$ cat config.mk
export PLATFORM = sky130hd
export DESIGN_NAME = reset_sequencer
export DESIGN_NICKNAME = d
export VERILOG_FILES = /design/src/rtl/reset_sequencer.sv
export SDC_FILE = /design/constraint.sdc
export NUM_CORES = 1
export LEC_CHECK = 0
export CAP_MARGIN = 10
export CORE_MARGIN = 1.5
export CORE_UTILIZATION = 40
export CTS_CLUSTER_SIZE = 28
export DETAILED_ROUTE_END_ITERATION = 8
export PLACE_DENSITY = 0.66
export SETUP_SLACK_MARGIN = 0.2
export SLEW_MARGIN = 20
export SYNTH_ARGS = -nofsm -noshare
export SYNTH_HDL_FRONTEND = slang
export SYNTH_SLANG_ARGS = --single-unit
$ cat constraint.sdc
create_clock -name i_clk -period 2.2 [get_ports i_clk]
set_input_delay 0.66 -clock i_clk [delete_from_list [all_inputs] [get_ports i_clk]]
set_output_delay 0.66 -clock i_clk [all_outputs]
set_load 0.02 [all_outputs]
$ cat src/rtl/reset_sequencer.sv
// Reset sequencer: holds every reset domain, releases them one by one in index order,
// and re-sequences on soft requests. Optional watchdog enabled by RESET_SEQ_WDT_EN.
module reset_sequencer #(
    parameter int N_DOMAINS   = 3,
    parameter int N_REQ       = 2,
    parameter int HOLD_CYCLES = 16,
    parameter int STEP_CYCLES = 8,
    parameter int WDT_CYCLES  = 1024
) (
    input  logic                 i_clk,
    input  logic                 i_areset_n,
    input  logic [N_REQ-1:0]     i_soft_req,
    input  logic                 i_wdt_kick,
    output logic [N_DOMAINS-1:0] o_reset,
    output logic                 o_ready,
    output logic [2:0]           o_cause
);

    localparam int HS_MAX = (HOLD_CYCLES > STEP_CYCLES) ? HOLD_CYCLES : STEP_CYCLES;
`ifdef RESET_SEQ_WDT_EN
    localparam int CNT_MAX = (WDT_CYCLES > HS_MAX) ? WDT_CYCLES : HS_MAX;
`else
    localparam int CNT_MAX = HS_MAX;
`endif
    localparam int CNT_W = $clog2(CNT_MAX) + 1;
    localparam int IDX_W = (N_DOMAINS > 1) ? $clog2(N_DOMAINS) : 1;

    typedef enum logic [2:0] {
        S_SYNC    = 3'd0,
        S_HOLD    = 3'd1,
        S_RELEASE = 3'd2,
        S_RUN     = 3'd3
    } state_t;

    state_t               state_reg, state_next;
    logic [1:0]           sync_reg;
    logic [CNT_W-1:0]     cnt_reg, cnt_next;
    logic [IDX_W-1:0]     idx_reg, idx_next;
    logic [N_DOMAINS-1:0] reset_reg, reset_next;
    logic                 ready_reg, ready_next;
    logic [2:0]           cause_reg, cause_next;
    logic                 pend_reg, pend_next;
    logic [2:0]           pend_cause_reg, pend_cause_next;
    logic                 force_all, clr_step;
    logic                 req_any;
    logic [2:0]           req_cause;
    logic                 wdt_expire;

    // Lowest set request bit wins.
    always_comb begin
        req_cause = 3'd4;
        for (int k = N_REQ - 1; k >= 0; k--) begin
            if (i_soft_req[k]) req_cause = 3'(4 + k);
        end
    end
    assign req_any = |i_soft_req;

`ifdef RESET_SEQ_WDT_EN
    logic [CNT_W-1:0] wdt_cnt_reg;

    always_ff @(posedge i_clk or negedge i_areset_n) begin
        if (!i_areset_n) begin
            wdt_cnt_reg <= '0;
        end else if (state_reg != S_RUN || i_wdt_kick) begin
            wdt_cnt_reg <= '0;
        end else if (wdt_cnt_reg != CNT_W'(WDT_CYCLES - 1)) begin
            wdt_cnt_reg <= wdt_cnt_reg + CNT_W'(1);
        end
    end

    assign wdt_expire = (state_reg == S_RUN) && !i_wdt_kick &&
                        (wdt_cnt_reg == CNT_W'(WDT_CYCLES - 1));
`else
    logic unused_wdt;
    assign unused_wdt = i_wdt_kick ^ (WDT_CYCLES < 2);
    assign wdt_expire = 1'b0;
`endif

    always_comb begin
        state_next      = state_reg;
        cnt_next        = cnt_reg;
        idx_next        = idx_reg;
        ready_next      = 1'b0;
        cause_next      = cause_reg;
        pend_next       = pend_reg;
        pend_cause_next = pend_cause_reg;
        force_all       = 1'b0;
        clr_step        = 1'b0;
        case (state_reg)
            S_SYNC: begin
                force_all = 1'b1;
                cnt_next  = '0;
                idx_next  = '0;
                pend_next = 1'b0;
                if (sync_reg[1]) state_next = S_HOLD;
            end
            S_HOLD: begin
                pend_next = 1'b0;
                if (cnt_reg == CNT_W'(HOLD_CYCLES - 1)) begin
                    state_next = S_RELEASE;
                    cnt_next   = '0;
                    idx_next   = '0;
                end else begin
                    cnt_next = cnt_reg + CNT_W'(1);
                end
            end
            S_RELEASE: begin
                if (cnt_reg == CNT_W'(STEP_CYCLES - 1)) begin
                    clr_step = 1'b1;
                    cnt_next = '0;
                    if (idx_reg == IDX_W'(N_DOMAINS - 1)) begin
                        state_next = S_RUN;
                        idx_next   = '0;
                    end else begin
                        idx_next = idx_reg + IDX_W'(1);
                    end
                end else begin
                    cnt_next = cnt_reg + CNT_W'(1);
                end
            end
            S_RUN: begin
                cnt_next = '0;
                // A request is latched on one edge and acted on at the next.
                if (pend_reg) begin
                    state_next = S_HOLD;
                    force_all  = 1'b1;
                    cause_next = pend_cause_reg;
                    pend_next  = 1'b0;
                end else begin
                    ready_next = 1'b1;
                    if (req_any) begin
                        pend_next       = 1'b1;
                        pend_cause_next = req_cause;
                    end else if (wdt_expire) begin
                        pend_next       = 1'b1;
                        pend_cause_next = 3'd1;
                    end
                end
            end
            default: begin
                state_next = S_HOLD;
                force_all  = 1'b1;
                cnt_next   = '0;
                idx_next   = '0;
                pend_next  = 1'b0;
            end
        endcase
    end

    for (genvar gi = 0; gi < N_DOMAINS; gi++) begin : g_dom
        assign reset_next[gi] = force_all |
            (reset_reg[gi] & ~(clr_step & (idx_reg == IDX_W'(gi))));
    end

    always_ff @(posedge i_clk or negedge i_areset_n) begin
        if (!i_areset_n) begin
            sync_reg       <= 2'b00;
            state_reg      <= S_SYNC;
            cnt_reg        <= '0;
            idx_reg        <= '0;
            reset_reg      <= '1;
            ready_reg      <= 1'b0;
            cause_reg      <= 3'd0;
            pend_reg       <= 1'b0;
            pend_cause_reg <= 3'd0;
        end else begin
            sync_reg       <= {sync_reg[0], 1'b1};
            state_reg      <= state_next;
            cnt_reg        <= cnt_next;
            idx_reg        <= idx_next;
            reset_reg      <= reset_next;
            ready_reg      <= ready_next;
            cause_reg      <= cause_next;
            pend_reg       <= pend_next;
            pend_cause_reg <= pend_cause_next;
        end
    end

    assign o_reset = reset_reg;
    assign o_ready = ready_reg;
    assign o_cause = cause_reg;

endmodule

After elaboration in Yosys (flattened, before gate mapping). Cells that the tools add are included.

Input bits: 5. Output and inout port bits: 7. Word-level logic and storage cells: 69. Bits in registers: 23.

Bitwise logic cells: 14. Reduce and logical (&&, ||, !) cells: 8. Add/sub/neg operators: 2. Mux-type cells: 24. Eq/ne operators: 12.

Operators with widths (number): 3-bit 2-to-1 mux (5); 3-bit one-hot mux with 4 select lines (1); 5-bit 2-to-1 mux (2); 2-bit inequality test (second input constant) (5); 5-bit one-hot mux with 2 select lines (1); 1-bit 2-to-1 mux (9); 1-bit bitwise AND (6); 3-bit by 2-bit == test with 1-bit output (second input constant) (2); 2-bit 2-to-1 mux (3); 2-bit one-hot mux with 3 select lines (1); 3-bit AND reduction (2); 5-bit by 1-bit adder with 5-bit output (second input constant) (1); 5-bit by 3-bit == test with 1-bit output (second input constant) (1); 5-bit by 4-bit == test with 1-bit output (second input constant) (1); 1-bit NOT (5); 5-bit AND reduction (1); 1-bit one-hot mux with 2 select lines (2); 2-bit OR reduction (2); 3-bit by 1-bit == test with 1-bit output (second input constant) (1); 3-bit logical NOT (1); 1-bit OR (3); 2-bit by 1-bit adder with 2-bit output (second input constant) (1); 2-bit by 1-bit == test with 1-bit output (second input constant) (1); 2-bit == test (second input constant) (1); other kinds (2) (2).

Logic depth before layout (Yosys ltp).
Depth after elaboration: 7. Depth in mapped cells: 8.

Worst setup path after synthesis. OpenSTA, ideal clock, no wires.

Kind: register to register. Start: register cnt_reg[0]. End: register state_reg[1]. Stages on the path, launching flop included: 9. Buffers on the path: 0. Required time: 2075 ps. Path slack: 404 ps. Period minus slack after synthesis: 1796 ps. Setup time: 125 ps. Data arrival time: 1671 ps. Path through: dfrtp_1 > ha_1 > nand3_1 > inv_1 > ha_1 > nor2b_1 > a21o_1 > nand3b_4 > mux2_4.

Cells in the longest elaborated chain, start to end: 3.

RTL lines: from (decl) (RTL line 37) `logic [CNT_W-1:0] cnt_reg, cnt_next;`; from (signal assigned) (RTL line 169) `cnt_reg <= cnt_next;`; 5-bit by 3-bit == test with 1-bit output / 5-bit by 4-bit == test with 1-bit output (equally long branches) (RTL line 108, 99); 2-bit inequality test (no line); 5-bit AND reduction (no line) (*); to (signal assigned) (RTL line 168) `state_reg <= state_next;`; to (decl) (RTL line 35) `state_t state_reg, state_next;`.

Every way passes the cells marked *; elsewhere a longest branch is shown, timed or not. A chain may end at the register's enable or synchronous reset.

Worst setup path in the final report.
Start: register cause_reg[2], in the netlist o_cause[2]. End: output o_cause[2].

RTL lines: from (decl) (RTL line 41) `logic [2:0] cause_reg, cause_next;`; from (signal assigned) (RTL line 173) `cause_reg <= cause_next;`; to (decl) (RTL line 16) `output logic [2:0] o_cause`.

No word-level cell between the ends.

==> flow_summary.yaml <==
min_path:
  hold_start: "sync_reg[0]$_DFF_PN0_"
  hold_path.class: "reg -> reg"
placed_design:
  portBuffers: 9
  place_area_um2: 1090
  hpwl_um: 1160
  pre_cts_ws_ns: 0.348
  dp.cells: 122
  place_congestion: 0.825
drt:
  routedWlPerCell_um: 12.0
  via_per_inst: 5.03
  wl_um: 1510
  firstDrtPassIters: 4
  vias: 634
  ant_nets: 0
  drt_iter0_markers: 5
  drc: 0
worst_setup_path:
  cp.buffers_inverters: 1
  crit_start: "o_cause[2]$_DFFE_PN0P_"
  cp.arrival_ns: 1.27
  path_class: "reg -> out"
  reg2reg_from: "cnt_reg[0]$_DFF_PN0_"
  path_cells: "clkdlybuf4s50_1"
  cpMaxStageDelayCell: "clkdlybuf4s50_1"
  timing.rr.end: "state_reg[1]$_DFFE_PN0P_"
  startpoint_type: "register"
  worstPathMaxFanout: 2
  crit_path_end: "o_cause[2]"
  ff2ff_setup_slack_ns: 0.33
  crit_required_ns: 1.54
  critical-path-top-delay-family: "buffers and inverters"
  reg2regPathDepth: 8
  cp.depth: 1
  critPathMaxStageDelay_ns: 0.60
  critPathCaptureType: "output port"
synth:
  ys_top_cells_by_area: "dfrtp_1, ha_1, dfstp_2"
  synth-compound-area-share: 0.111
  synth_nets: 98
  seq_area_frac_synth: 0.525
  async_flop_share: 1.00
  synth_top_area_share: 0.443
  synth_top_family_by_area: "simple AND/OR/NAND/NOR gates"
  ys_ff_latch: 20
  muxShareOfSynthArea: 0.0495
  yosys.area_share.simple: 0.145
  synth_ff_type: "dfrtp_1"
  ys_warn_count: 0
  synthAdderAreaFrac: 0.104
  syn_area_um2: 960
  synth-xor-area-share: 0.0183
  synth_edf_count: 0
  synthDistinctLibCells: 28
  syn_inst: 85
  synth_top_cell_by_area: "dfrtp_1"
  avgSynthCellArea_um2: 11.3
  synthTopCellsByCount: "dfrtp_1, nand2_1, ha_1"
  synthMostInstantiatedCell: "dfrtp_1"
floorplanning:
  die_y_um: 52.0
  die_area_um2: 2700
  num_rows: 17
  start_util: 0.430
  die_w_um: 52.0
  num_io_pins: 12
  core-area_um2: 2230
final_layout:
  seq_area_um2: 504
  fin_nets: 112
  area_growth_pct: 18.5
  fillers: 192
  finalNonFillerCells: 126
  multi_input_area_um2: 418
  antennaDiodeCount: 0
  largest_reg_flops: 5
  design_area_um2: 1140
  drive_above_1_share: 0.133
power:
  p_per_area_nw_per_um2: 1150
  total_power_uw: 1300
  p_leak_uw: 0.000540
  ir_worst_vdd_v: 0.000660
timing:
  skew_ns: 0.00398
  period_share: 0.876
  hold_violations: 0
  rsz0062_at_grt: "no"
  fmax_mhz: 519
  final.setup.tns_ns: 0
  finalWorstSetupSlack_ns: 0.273
  finalMaxSlewViolations: 0
  fin_crit_ns: 1.93
  setup_viol: 0
cts:
  path_clk_slew_ns: 0.11
  tritoncts: "done"
  h-tree-depth: 1
  cts.sinks: 20
  clock_path_buffers: 2
  root_buffer: "clkbuf_4"
  clk_latency_ns: 0.30
  cts_buffers: 3
status:
  status: "finished clean"
global_route:
  grt_pass1_vias: 649
  grt_pass1_wl_um: 2820
  antenna_found_initial: 0
  grt_max_degree: 21
  track_usage: 0.145
  overflow: 0
flow_run:
  cap_violations: 0
[routing by layer]
metal,up-vias,wire (um),track usage
met2,7,690,0.226
met3,4,37,0.0345
met5,-,0,0
met4,0,29,0.0789
li1,314,-,-
met1,309,751,0.183
[worst min-delay path by stage]
stage / end / depth (start not counted)
2_1_floorplan: sync_reg[1]$_DFF_PN0_ / 0
3_3_place_gp: sync_reg[1]$_DFF_PN0_ / 0
3_5_place_dp: sync_reg[1]$_DFF_PN0_ / 0
4_1_cts: sync_reg[1]$_DFF_PN0_ / 0
5_1_grt: sync_reg[1]$_DFF_PN0_ / 0
6_report: sync_reg[1]$_DFF_PN0_ / 0
[logic make-up after synthesis]
family | after synthesis
AND/OR/NAND/NOR | 23
flip-flops | 20
AO/OA/AOI/OAI | 17
buffers and inverters | 9
adder cells (fa/ha/maj) | 8
multiplexers | 4
other | 2
XOR/XNOR | 2
[area by class of cell]
type,instances,area share
inverters,7,0.0231
well taps,28,0.0308
multi-input cells,56,0.367
flip-flops and latches,20,0.443
clock inverters,1,0.0264
clock buffers,3,0.0198
repair buffers,11,0.0891
[metrics by stage]
| step | hold slack [ns] | utilization |
|---|---|---|
| global route | 0.385 | 0.509 |
| global placement | 0.333 | 0.487 |
| finish | 0.359 | 0.509 |
| detailed placement | 0.336 | 0.487 |
| floorplan | 0.331 | - |
| CTS | 0.364 | 0.509 |
[where the power goes]
part | internal [uW] | leakage [uW] | total (uW) | switching, uW
clock | 184 | 0.0000279 | 302 | 117
sequential | 444 | 0.000243 | 494 | 49.5
combinational | 241 | 0.000269 | 507 | 266
[layout by cell type (no fill, tap or decap), types with 2 or more instances in the layout]
cell type / count
clkdlybuf4s50_1: 6
inv_1: 7
a21oi_1: 4
nand2_1: 9
dfstp_2: 3
mux2_2: 2
clkbuf_4: 3
ha_1: 8
nor2_1: 2
xor2_1: 2
nand3_1: 2
nor2b_1: 3
dlygate4sd2_1: 3
nand2b_1: 2
dfrtp_1: 17
o221ai_1: 2
conb_1: 2
o21ai_0: 7
buf_4: 2
[what timing repair did]
action,CTS,global route
hold buffers,0,0
resized for setup,3,0
setup buffers,0,0
hold endpoints to repair,0,0
setup endpoints to repair,3,0
Power figures use the tool's default switching activity.
